===== config.mk =====
export PLATFORM = sky130hd
export DESIGN_NAME = conv_result_packer_flat
export DESIGN_NICKNAME = d
export VERILOG_FILES = /design/src/rtl/conv_result_packer_if.sv /design/src/rtl/conv_result_packer.sv /design/src/flat_wrapper.sv
export SDC_FILE = /design/constraint.sdc
export NUM_CORES = 1
export LEC_CHECK = 0
export BUFFER_PORTS_ARGS = -buffer_cell sky130_fd_sc_hd__clkbuf_2
export CAP_MARGIN = 20
export CORE_MARGIN = 2
export CORE_UTILIZATION = 25
export DETAILED_ROUTE_END_ITERATION = 10
export MAX_ROUTING_LAYER = met4
export PLACE_DENSITY_LB_ADDON = 0.3
export SLEW_MARGIN = 20
export SYNTH_ARGS = -nofsm -noshare
export SYNTH_HDL_FRONTEND = slang
export SYNTH_SLANG_ARGS = --single-unit

===== constraint.sdc =====
create_clock -name clk -period 14.48 [get_ports clk]
set_input_delay 4.344 -clock clk [delete_from_list [all_inputs] [get_ports clk]]
set_output_delay 4.344 -clock clk [all_outputs]
set_load 0.01 [all_outputs]

===== src/rtl/conv_result_packer_if.sv =====
// conv_result_packer_if
//   Result-memory write port: a single 32-bit word write with a valid/ready
//   handshake. The packer drives it through the master modport; the memory
//   (or a testbench standing in for it) uses the slave modport.
//
//   mem_valid  master->slave  write request valid
//   mem_ready  slave->master  write accepted when mem_valid && mem_ready
//   mem_addr   master->slave  {channel[1:0], word address[13:0]}
//   mem_data   master->slave  packed word, byte lane n = bits [8n+7:8n]
//   mem_be     master->slave  byte enables, one bit per lane
interface conv_result_packer_if;
  logic        mem_valid;
  logic        mem_ready;
  logic [15:0] mem_addr;
  logic [31:0] mem_data;
  logic [3:0]  mem_be;

  modport master (output mem_valid, output mem_addr, output mem_data,
                  output mem_be, input mem_ready);
  modport slave  (input mem_valid, input mem_addr, input mem_data,
                  input mem_be, output mem_ready);
endinterface


===== src/rtl/conv_result_packer.sv =====
// conv_result_packer
//   Takes the three byte-wide result streams of conv_pool, packs each one
//   into 32-bit words with byte enables, buffers the words in per-channel
//   FIFOs and round-robins them onto one result-memory write port.
//
//   Parameters
//     FIFO_DEPTH  words per channel FIFO (power of two, >= 2)
//     CNT_W       width of each performance counter
//
//   Ports
//     clk, rst                   clock and synchronous active-high reset
//     in_we_k/in_addr_k/in_y_k   result byte strobe, byte address, byte (k=0..2)
//     flush                      one-cycle pulse: drain partial words and FIFOs
//     mem                        write port (conv_result_packer_if.master)
//     done                       one-cycle pulse once a flush has fully drained
//     overflow_err               sticky per channel: a word was dropped
//     words_cnt                  {ch2,ch1,ch0} accepted-write counters
//
//   Build option
//     PACKER_PERF_CNT_EN  when defined, words_cnt counts accepted writes per
//                         channel (saturating); otherwise words_cnt is 0.
module conv_result_packer #(
  parameter int FIFO_DEPTH = 4,
  parameter int CNT_W      = 16
) (
  input  logic                 clk,
  input  logic                 rst,
  input  logic                 in_we_0,
  input  logic [15:0]          in_addr_0,
  input  logic [7:0]           in_y_0,
  input  logic                 in_we_1,
  input  logic [15:0]          in_addr_1,
  input  logic [7:0]           in_y_1,
  input  logic                 in_we_2,
  input  logic [15:0]          in_addr_2,
  input  logic [7:0]           in_y_2,
  input  logic                 flush,
  conv_result_packer_if.master mem,
  output logic                 done,
  output logic [2:0]           overflow_err,
  output logic [3*CNT_W-1:0]   words_cnt
);

  localparam int PTR_W = $clog2(FIFO_DEPTH);

  logic              w_we   [3];
  logic [15:0]       w_addr [3];
  logic [7:0]        w_y    [3];

  logic [13:0]       r_holdWaddr [3];
  logic [31:0]       r_holdData  [3];
  logic [3:0]        r_holdMask  [3];

  // FIFO entry layout: {waddr[13:0], data[31:0], mask[3:0]}
  logic [49:0]       r_fifoMem [3][FIFO_DEPTH];
  logic [PTR_W:0]    r_wrPtr   [3];
  logic [PTR_W:0]    r_rdPtr   [3];
  logic [49:0]       w_head    [3];

  logic [2:0]        w_push;
  logic [2:0]        w_pop;
  logic [2:0]        w_empty;
  logic [2:0]        w_full;
  logic [3:0]        w_avail;

  logic              r_memValid;
  logic [15:0]       r_memAddr;
  logic [31:0]       r_memData;
  logic [3:0]        r_memBe;
  logic [1:0]        r_arbPtr;
  logic              r_flushPending;
  logic              r_done;
  logic [2:0]        r_overflow;

  logic              w_load;
  logic [1:0]        w_sel;
  logic              w_selValid;
  logic [49:0]       w_selWord;

  function automatic logic [1:0] wrapCh(input logic [2:0] v);
    return (v >= 3'd3) ? 2'(v - 3'd3) : v[1:0];
  endfunction

  assign w_we   = '{in_we_0,   in_we_1,   in_we_2};
  assign w_addr = '{in_addr_0, in_addr_1, in_addr_2};
  assign w_y    = '{in_y_0,    in_y_1,    in_y_2};

  // A held word leaves for its FIFO when it is complete (lane 3 written),
  // when a byte for a different word arrives, or while a flush is draining.
  always_comb begin
    for (int k = 0; k < 3; k++) begin
      w_push[k]  = (r_holdMask[k] != 4'd0) &&
                   (r_holdMask[k][3] ||
                    (w_we[k] && (w_addr[k][15:2] != r_holdWaddr[k])) ||
                    r_flushPending);
      w_empty[k] = (r_wrPtr[k] == r_rdPtr[k]);
      w_full[k]  = (r_wrPtr[k][PTR_W] != r_rdPtr[k][PTR_W]) &&
                   (r_wrPtr[k][PTR_W-1:0] == r_rdPtr[k][PTR_W-1:0]);
      w_head[k]  = r_fifoMem[k][r_rdPtr[k][PTR_W-1:0]];
    end
  end

  assign w_avail = {1'b0, ~w_empty};
  assign w_load  = !r_memValid || mem.mem_ready;

  // Round-robin search from the pointer; walking offsets downward lets the
  // closest non-empty channel win.
  always_comb begin
    w_sel      = 2'd0;
    w_selValid = 1'b0;
    for (int i = 2; i >= 0; i--) begin
      if (w_avail[wrapCh({1'b0, r_arbPtr} + 3'(i))]) begin
        w_sel      = wrapCh({1'b0, r_arbPtr} + 3'(i));
        w_selValid = 1'b1;
      end
    end
  end

  always_comb begin
    case (w_sel)
      2'd1:    w_selWord = w_head[1];
      2'd2:    w_selWord = w_head[2];
      default: w_selWord = w_head[0];
    endcase
    for (int k = 0; k < 3; k++) begin
      w_pop[k] = w_load && w_selValid && (w_sel == 2'(k));
    end
  end

  // FIFO storage carries no reset; only the pointers define its contents.
  always_ff @(posedge clk) begin
    for (int k = 0; k < 3; k++) begin
      if (w_push[k] && (!w_full[k] || w_pop[k])) begin
        r_fifoMem[k][r_wrPtr[k][PTR_W-1:0]] <=
          {r_holdWaddr[k], r_holdData[k], r_holdMask[k]};
      end
    end
  end

  // Hold registers and FIFO pointers. A push into a full FIFO is dropped and
  // flagged, unless the same FIFO is popped this cycle and so frees a slot.
  always_ff @(posedge clk) begin
    if (rst) begin
      for (int k = 0; k < 3; k++) begin
        r_holdWaddr[k] <= '0;
        r_holdData[k]  <= '0;
        r_holdMask[k]  <= '0;
        r_wrPtr[k]     <= '0;
        r_rdPtr[k]     <= '0;
      end
      r_overflow <= '0;
    end else begin
      for (int k = 0; k < 3; k++) begin
        if (w_push[k]) begin
          if (!w_full[k] || w_pop[k]) begin
            r_wrPtr[k] <= r_wrPtr[k] + 1'b1;
          end else begin
            r_overflow[k] <= 1'b1;
          end
          if (w_we[k]) begin
            r_holdWaddr[k] <= w_addr[k][15:2];
            r_holdData[k]  <= 32'(w_y[k]) << {w_addr[k][1:0], 3'b000};
            r_holdMask[k]  <= 4'b0001 << w_addr[k][1:0];
          end else begin
            r_holdData[k]  <= '0;
            r_holdMask[k]  <= '0;
          end
        end else if (w_we[k]) begin
          r_holdWaddr[k] <= w_addr[k][15:2];
          r_holdData[k][{w_addr[k][1:0], 3'b000} +: 8] <= w_y[k];
          r_holdMask[k][w_addr[k][1:0]] <= 1'b1;
        end
        if (w_pop[k]) begin
          r_rdPtr[k] <= r_rdPtr[k] + 1'b1;
        end
      end
    end
  end

  // Output register: reloaded whenever the port is idle or the current word
  // is accepted, so a steady mem_ready streams words without bubbles.
  always_ff @(posedge clk) begin
    if (rst) begin
      r_memValid <= 1'b0;
      r_memAddr  <= '0;
      r_memData  <= '0;
      r_memBe    <= '0;
      r_arbPtr   <= 2'd0;
    end else if (w_load) begin
      if (w_selValid) begin
        r_memValid <= 1'b1;
        r_memAddr  <= {w_sel, w_selWord[49:36]};
        r_memData  <= w_selWord[35:4];
        r_memBe    <= w_selWord[3:0];
        r_arbPtr   <= wrapCh({1'b0, w_sel} + 3'd1);
      end else begin
        r_memValid <= 1'b0;
      end
    end
  end

  // Flush bookkeeping: done fires once nothing is left anywhere in the path.
  always_ff @(posedge clk) begin
    if (rst) begin
      r_flushPending <= 1'b0;
      r_done         <= 1'b0;
    end else begin
      r_done <= 1'b0;
      if (r_flushPending && (r_holdMask[0] == 4'd0) && (r_holdMask[1] == 4'd0) &&
          (r_holdMask[2] == 4'd0) && (&w_empty) && !r_memValid) begin
        r_done         <= 1'b1;
        r_flushPending <= 1'b0;
      end else if (flush) begin
        r_flushPending <= 1'b1;
      end
    end
  end

`ifdef PACKER_PERF_CNT_EN
  logic [CNT_W-1:0] r_wordsCnt [3];

  // Saturating per-channel count of accepted writes; channel comes from the
  // top bits of the address currently on the port.
  always_ff @(posedge clk) begin
    if (rst) begin
      for (int k = 0; k < 3; k++) begin
        r_wordsCnt[k] <= '0;
      end
    end else if (r_memValid && mem.mem_ready) begin
      for (int k = 0; k < 3; k++) begin
        if ((r_memAddr[15:14] == 2'(k)) && (r_wordsCnt[k] != {CNT_W{1'b1}})) begin
          r_wordsCnt[k] <= r_wordsCnt[k] + 1'b1;
        end
      end
    end
  end

  assign words_cnt = {r_wordsCnt[2], r_wordsCnt[1], r_wordsCnt[0]};
`else
  assign words_cnt = '0;
`endif

  assign mem.mem_valid = r_memValid;
  assign mem.mem_addr  = r_memAddr;
  assign mem.mem_data  = r_memData;
  assign mem.mem_be    = r_memBe;
  assign done          = r_done;
  assign overflow_err  = r_overflow;

endmodule


===== src/flat_wrapper.sv =====
// flat-port wrapper written by rule: the top's interface ports become plain ports
module conv_result_packer_flat 
#(
  parameter int FIFO_DEPTH = 4,
  parameter int CNT_W      = 16
)
  (clk, rst, in_we_0, in_addr_0, in_y_0, in_we_1, in_addr_1, in_y_1, in_we_2, in_addr_2, in_y_2, flush, done, overflow_err, words_cnt, mem_mem_valid, mem_mem_addr, mem_mem_data, mem_mem_be, mem_mem_ready);
  conv_result_packer_if mem_i ();
  input  logic clk;
  input  logic rst;
  input  logic in_we_0;
  input  logic [15:0] in_addr_0;
  input  logic [7:0] in_y_0;
  input  logic in_we_1;
  input  logic [15:0] in_addr_1;
  input  logic [7:0] in_y_1;
  input  logic in_we_2;
  input  logic [15:0] in_addr_2;
  input  logic [7:0] in_y_2;
  input  logic flush;
  output logic done;
  output logic [2:0] overflow_err;
  output logic [3*CNT_W-1:0] words_cnt;
  output wire logic [$bits(mem_i.mem_valid)-1:0] mem_mem_valid;
  output wire logic [$bits(mem_i.mem_addr)-1:0] mem_mem_addr;
  output wire logic [$bits(mem_i.mem_data)-1:0] mem_mem_data;
  output wire logic [$bits(mem_i.mem_be)-1:0] mem_mem_be;
  input wire logic [$bits(mem_i.mem_ready)-1:0] mem_mem_ready;
  assign mem_mem_valid = mem_i.mem_valid;
  assign mem_mem_addr = mem_i.mem_addr;
  assign mem_mem_data = mem_i.mem_data;
  assign mem_mem_be = mem_i.mem_be;
  assign mem_i.mem_ready = mem_mem_ready;
  conv_result_packer #(.FIFO_DEPTH(FIFO_DEPTH), .CNT_W(CNT_W)) u_core (.clk(clk), .rst(rst), .in_we_0(in_we_0), .in_addr_0(in_addr_0), .in_y_0(in_y_0), .in_we_1(in_we_1), .in_addr_1(in_addr_1), .in_y_1(in_y_1), .in_we_2(in_we_2), .in_addr_2(in_addr_2), .in_y_2(in_y_2), .flush(flush), .mem(mem_i), .done(done), .overflow_err(overflow_err), .words_cnt(words_cnt));
endmodule

# Word level (Yosys, flattened, before mapping)

Memory sizes are Yosys's and may differ from the RTL's.
Cells that the tools add are included.

Register bits: 60
Memories: 6
Logic and storage cells: 516
Output and inout bits: 105
ROM bits: 0
Latch bits: 0
Memory bits (writable): 768
Input bits: 79

Memories:

| name               | depth | bits a word | rd ports | clocked after memory_dff | write ports | line                     | text |
|---|---|---|---|---|---|---|---|
| u_core.r_fifoMem   | 3     | 200         | 3        | 0                        | 3           | conv_result_packer.sv:55 | `logic [49:0] r_fifoMem [3][FIFO_DEPTH];` |
| u_core.r_holdData  | 3     | 32          | 3        | 0                        | 3           | conv_result_packer.sv:51 | `logic [31:0] r_holdData [3];` |
| u_core.r_holdWaddr | 3     | 14          | 3        | 0                        | 3           | conv_result_packer.sv:50 | `logic [13:0] r_holdWaddr [3];` |
| u_core.r_holdMask  | 3     | 4           | 3        | 0                        | 3           | conv_result_packer.sv:52 | `logic [3:0] r_holdMask [3];` |
| u_core.r_rdPtr     | 3     | 3           | 3        | 0                        | 3           | conv_result_packer.sv:57 | `logic [PTR_W:0] r_rdPtr [3];` |
| u_core.r_wrPtr     | 3     | 3           | 3        | 0                        | 3           | conv_result_packer.sv:56 | `logic [PTR_W:0] r_wrPtr [3];` |

Shifts and indexed selects: 12
Reductions and logical operators: 54
Order comparisons: 22
Multipliers: 0
Equality and inequality tests: 14
Divide/modulo/power cells: 0
Bitwise gates (word level): 142
Add/subtract/negate cells: 16
Muxes and demuxes: 240

Operator list:

| operator               | number |
|---|---|
| $mux 200               | 3 |
| $mux 50                | 9 |
| $bmux 50 s2            | 3 |
| $demux 50 s2           | 3 |
| $mux 32                | 9 |
| $mux 1                 | 178 |
| $or 1x1->1             | 132 |
| $pmux 50 s2            | 1 |
| $shift 8x7->32 const A | 3 |
| $shiftx 8x7->32        | 3 |
| $shl 8x5->32           | 3 |
| $mux 14                | 6 |
| $ne 14x14->1           | 3 |
| $mux 4                 | 9 |
| $logic_and 1x1->1      | 27 |
| $neg 5->7              | 3 |
| $add 3x1->3 const B    | 6 |
| $ge 3x3->1 const B     | 6 |
| $lt 2x3->1 const B     | 6 |
| $mux 3                 | 6 |
| $not 2->3              | 6 |
| $mux 2                 | 7 |
| $logic_not 4->1        | 3 |
| $reduce_bool 4->1      | 3 |
| other kinds (23)       | 62 |

# Longest topological paths before layout

Depth after elaboration: 16
Depth in mapped cells: 14
Depth with buffers taken out: 12

# Worst setup path after synthesis

Ideal clock, no wire load.

Kind: input port to flip-flop
Start point: input port in_we_0
End point: memory u_core.r_fifoMem[0][0] in the netlist's numbering (enable)
Stages: 6
Buffers on the path: 1
Arrival time: 7.542 ns
Required time: 14.022 ns
Setup time: 0.458 ns
Setup slack: 6.480 ns
Path through: nor3_1 > or2_2 > nor2_1 > a31oi_2 > buf_2 > nor2_1

RTL lines:

| what            | line                     | text |
|---|---|---|
| start, declared | flat_wrapper.sv:11       | `input logic in_we_0;` |
| end, declared   | conv_result_packer.sv:55 |  |

==> impl_table.tex <==
\begin{tabular}{lr}
\hline
Metric & Value \\
\hline
\multicolumn{2}{l}{\textbf{Status}} \\
\quad Outcome & complete, no violations \\
\multicolumn{2}{l}{\textbf{Setup path}} \\
\quad Worst reg-to-reg path cell count & 11 \\
\quad Reg-to-Reg End & u\_core.r\_fifoMem[0][556]\$\_DFFE\_PP\_ \\
\quad Required @ worst endpoint & 14.92 ns \\
\quad Reg2reg start & u\_core.r\_rdPtr[0][1]\$\_SDFFCE\_PP0P\_ \\
\quad Maximum net fanout on the critical path & 13 \\
\quad Worst setup path endpoint & u\_core.r\_holdData[2][22]\$\_DFFE\_PP\_ \\
\quad Kind of end point of the critical path & flop \\
\quad Register-to-register path setup slack & 9.35 ns \\
\quad Worst path arrival time & 7.18 ns \\
\quad Type of element launching the critical path & primary input \\
\quad Critical path startpoint & in\_addr\_1[15] \\
\quad Worst setup path class & primary input to flop \\
\multicolumn{2}{l}{\textbf{Cells and area}} \\
\quad Share of layout cells above drive strength 1 & 0.225 \\
\quad Final standard cell utilization of the core & 0.291 \\
\quad Growth of design area from synthesis to finish & 16.1\% \\
\quad Commonest cells after routing, fill and taps aside & 768 x sky130\_fd\_sc\_hd\_\_edfxtp\_1, 188 x sky130\_fd\_sc\_hd\_\_nand2\_1, 150 x sky130\_fd\_sc\_hd\_\_mux4\_2 \\
\quad Most common library cell in the layout ignoring fill and taps & sky130\_fd\_sc\_hd\_\_edfxtp\_1 \\
\quad Number of nets in the layout & 2181 \\
\multicolumn{2}{l}{\textbf{Clocking}} \\
\quad Clk\_lat worst skew & 0.65 ns \\
\quad Maximum clock path buffer count & 3 \\
\quad Clock-pin slew of the registers on the worst-case setup and hold paths & 0.06 ns \\
\quad Root buf cell & sky130\_fd\_sc\_hd\_\_clkbuf\_16 \\
\quad TritonCTS Buffers & 84 \\
\quad Number of buffers inserted to repair setup after CTS & 0 \\
\quad Hold bufs inserted after CTS & 0 \\
\quad CTS tree & done \\
\quad H-tree level count & 3 \\
\quad Clock Sink Count & 828 \\
\quad Quantity of gates resized following cts & 0 \\
\multicolumn{2}{l}{\textbf{Synthesis}} \\
\quad Cell count after synthesis & 1925 \\
\quad Post-synthesis area per instance & 17.3 µm² \\
\quad Top cell type by total area after synthesis & sky130\_fd\_sc\_hd\_\_edfxtp\_1 \\
\quad Post-synth top flop & sky130\_fd\_sc\_hd\_\_edfxtp\_1 \\
\quad Sequential cell area fraction in the yosys report & 0.727 \\
\quad Synthesized area & 33400 µm² \\
\quad Count of different cell masters after synthesis & 66 \\
\quad Cells taking the most area after synthesis & sky130\_fd\_sc\_hd\_\_edfxtp\_1 69\%, sky130\_fd\_sc\_hd\_\_mux4\_2 10\%, sky130\_fd\_sc\_hd\_\_dfxtp\_1 3.6\%, sky130\_fd\_sc\_hd\_\_nand2\_1 2.1\%, sky130\_fd\_sc\_hd\_\_a21oi\_1 1.5\% \\
\quad Proportion of synthesized flip-flops having asynchronous set or reset & 0 \\
\quad Area share of the leading cell type in the synthesized netlist & 0.691 \\
\quad Number of register bits inferred by synthesis & 828 \\
\quad Count of synthesis-stage warnings from yosys & 0 \\
\quad Number of flops mapped to enable cells by yosys & 768 \\
\multicolumn{2}{l}{\textbf{Placed design}} \\
\quad Post-detailed-placement half-perimeter wirelength & 56.2 mm \\
\quad Final weighted congestion in routability-driven placement & 0.813 \\
\quad Count of buffers from port buffering & 135 \\
\multicolumn{2}{l}{\textbf{STA}} \\
\quad Setup\_tns & 0 ns \\
\quad Clock Skews & 0.0302 ns \\
\quad Post-route fraction of the period consumed by the critical path & 0.465 \\
\quad Max-slew violation count & 0 \\
\quad Min cycle time layout & 6.73 ns \\
\quad Max-slew headroom at the worst pin & 0.334 \\
\quad Final hold vios & 0 \\
\quad Setup repair after global routing missed its margin & false \\
\quad Timing-limited maximum frequency & 148 MHz \\
\quad Count of endpoints failing setup in the final report & 0 \\
\quad Slew at the pin closest to its max-slew limit & 0.990 ns \\
\quad Tightest hold margin & 0.453 ns \\
\multicolumn{2}{l}{\textbf{Floorplanning}} \\
\quad Vertical die dimension & 369 µm \\
\quad Num ports & 184 \\
\quad Floorplan core area & 133000 µm² \\
\quad Effective utilization at floorplan & 0.251 \\
\quad Cell Rows & 134 \\
\quad Area of the die & 136000 µm² \\
\quad Die width & 369 µm \\
\multicolumn{2}{l}{\textbf{Route}} \\
\quad Detailed router's first-iteration violation count & 1456 \\
\quad Amount of wire on met3 after detailed routing & 4.20 mm \\
\quad Highest routing layer actually used & met4 \\
\quad Via count & 17400 \\
\quad Routed len/inst & 21.9 µm \\
\quad Final WL & 85.5 mm \\
\quad Met1 routed wirelength after detailed routing & 35.8 mm \\
\quad Vias per cell & 4.46 \\
\quad Count of antenna-violating nets left after detailed routing & 0 \\
\quad Amount of wire on met2 after detailed routing & 42.9 mm \\
\quad Drt drc & 0 \\
\quad Iteration count of the initial detailed-routing pass & 5 \\
\multicolumn{2}{l}{\textbf{Worst hold path}} \\
\quad Worst hold path type & flop to flop \\
\multicolumn{2}{l}{\textbf{Global route}} \\
\quad Wire length of the first global-routing pass & 125 mm \\
\quad Via count of the first global-routing pass & 18200 \\
\quad Global-route usage over all layers & 0.128 \\
\quad Pin count of the biggest net entering global routing & 84 \\
\quad GRT Residual Overflow & 0 \\
\quad Antenna violations before repair & 9 \\
\multicolumn{2}{l}{\textbf{Power}} \\
\quad PwrDens & 230 nW/µm² \\
\quad Highest ir drop seen on vdd & 230 µV \\
\quad Static power due to leakage & 13.0 nW \\
\multicolumn{2}{l}{\textbf{Run}} \\
\quad Max capacitance violation total & 0 \\
\hline
\end{tabular}
[worst min path at each step]
stage                                                     from                                   end  slack [ns]  depth (start not counted)
after floorplan                u_core.r_arbPtr[1]$_SDFFE_PP0N_       u_core.r_arbPtr[1]$_SDFFE_PP0N_        0.45                          2
final                     u_core.mem.mem_data[18]$_SDFFE_PP0N_  u_core.mem.mem_data[18]$_SDFFE_PP0N_        0.45                          2
after CTS                    u_core.mem.mem_be[3]$_SDFFE_PP0N_     u_core.mem.mem_be[3]$_SDFFE_PP0N_        0.46                          2
after global placement       u_core.mem.mem_be[3]$_SDFFE_PP0N_     u_core.mem.mem_be[3]$_SDFFE_PP0N_        0.45                          2
after detailed placement     u_core.mem.mem_be[3]$_SDFFE_PP0N_     u_core.mem.mem_be[3]$_SDFFE_PP0N_        0.45                          2
after global routing       u_core.mem.mem_data[0]$_SDFFE_PP0N_   u_core.mem.mem_data[0]$_SDFFE_PP0N_        0.47                          2
[flip-flops by register name, indices dropped and copies added, names as in the netlist]
| register | count |
|---|---|
| u_core.done | 1 |
| u_core.mem.mem_addr | 16 |
| u_core.mem.mem_be | 4 |
| u_core.mem.mem_data | 32 |
| u_core.mem.mem_valid | 1 |
| u_core.overflow_err | 3 |
| u_core.r_arbPtr | 2 |
| u_core.r_fifoMem | 600 |
| u_core.r_flushPending | 1 |
| u_core.r_holdData | 96 |
| u_core.r_holdMask | 12 |
| u_core.r_holdWaddr | 42 |
| u_core.r_rdPtr | 9 |
| u_core.r_wrPtr | 9 |
[final cells by class]
| class | instances | area (µm²) |
|---|---|---|
| antenna | 6 | 15.0 |
| clock buffer | 99 | 2190 |
| clock inverter | 50 | 597 |
| fill | 13100 | 94200 |
| inverter | 29 | 109 |
| multi-input combinational | 967 | 8500 |
| sequential | 828 | 24300 |
| tap | 1768 | 2210 |
| timing repair buffer | 157 | 851 |
[stage by stage]
stage	worst slack, ns	total power [mW]	std cells	instance area [µm²]
final	7.75	8.90	3904	38700
after global routing	7.61	9.35	3904	38700
after CTS	7.51	9.06	3897	38700
after detailed placement	6.83	6.84	3748	35900
after global placement	6.89	6.78	3748	35900
after floorplan	6.48	5.56	1972	33600
[per-layer routing]
layer,vias to the layer above,GRT usage
met5,-,-
met4,0,0.0447
met3,103,0.0187
met2,503,0.214
met1,9066,0.158
li1,7745,-
[worst max-delay path, cell delays in order]
cell and delay, ns:
sky130_fd_sc_hd__clkbuf_2 0.15, sky130_fd_sc_hd__xnor2_1 0.33, sky130_fd_sc_hd__nand4_1 0.19, sky130_fd_sc_hd__nor4_4 0.36, sky130_fd_sc_hd__a21oi_2 0.29, sky130_fd_sc_hd__o32ai_2 0.84, sky130_fd_sc_hd__o221ai_2 0.33, sky130_fd_sc_hd__a21oi_1 0.31
[synth_stat cells (3+ instances only)]
library cell	n
sky130_fd_sc_hd__and2b_1	5
sky130_fd_sc_hd__o21a_1	8
sky130_fd_sc_hd__mux2_2	4
sky130_fd_sc_hd__o311a_1	4
sky130_fd_sc_hd__dfxtp_1	60
sky130_fd_sc_hd__nand4_1	10
sky130_fd_sc_hd__buf_4	50
sky130_fd_sc_hd__and2_1	60
sky130_fd_sc_hd__a211oi_2	6
sky130_fd_sc_hd__o21ai_0	5
sky130_fd_sc_hd__xnor2_1	36
sky130_fd_sc_hd__or2_2	4
sky130_fd_sc_hd__nand2b_1	4
sky130_fd_sc_hd__nand2_1	188
sky130_fd_sc_hd__clkbuf_1	68
sky130_fd_sc_hd__buf_1	3
sky130_fd_sc_hd__edfxtp_1	768
sky130_fd_sc_hd__nor4_1	10
sky130_fd_sc_hd__nor2b_1	15
sky130_fd_sc_hd__nor2_1	48
sky130_fd_sc_hd__xor2_1	22
sky130_fd_sc_hd__ha_1	35
sky130_fd_sc_hd__o211ai_1	51
sky130_fd_sc_hd__nand3_1	8
sky130_fd_sc_hd__buf_2	26
sky130_fd_sc_hd__mux4_2	150
sky130_fd_sc_hd__nor3_1	11
sky130_fd_sc_hd__inv_1	28
sky130_fd_sc_hd__or3_1	3
sky130_fd_sc_hd__a22oi_1	50
sky130_fd_sc_hd__a221o_1	4
sky130_fd_sc_hd__o221ai_2	4
sky130_fd_sc_hd__a21oi_1	97
sky130_fd_sc_hd__and3_1	40
[cells by family (layout without fill, tap and decap cells)]
kind of cell | count (synthesis) | after routing | share of synthesized area
xor+xnor | 58 | 58 | 0.0152
buf+inv | 177 | 335 | 0.0267
flops | 828 | 828 | 0.727
mux | 154 | 154 | 0.103
simple gates | 417 | 417 | 0.0613
compound gates | 254 | 254 | 0.0538
fa+ha+maj | 36 | 36 | 0.0134
other cells | 1 | 54 | 0.000112
[power by group]
group / switching (mW) / internal, mW
registers: 0.253 / 3.47
clock network: 0.922 / 1.29
logic: 1.98 / 1.00
total: 3.15 / 5.75
(Power assumes the default switching activity.)
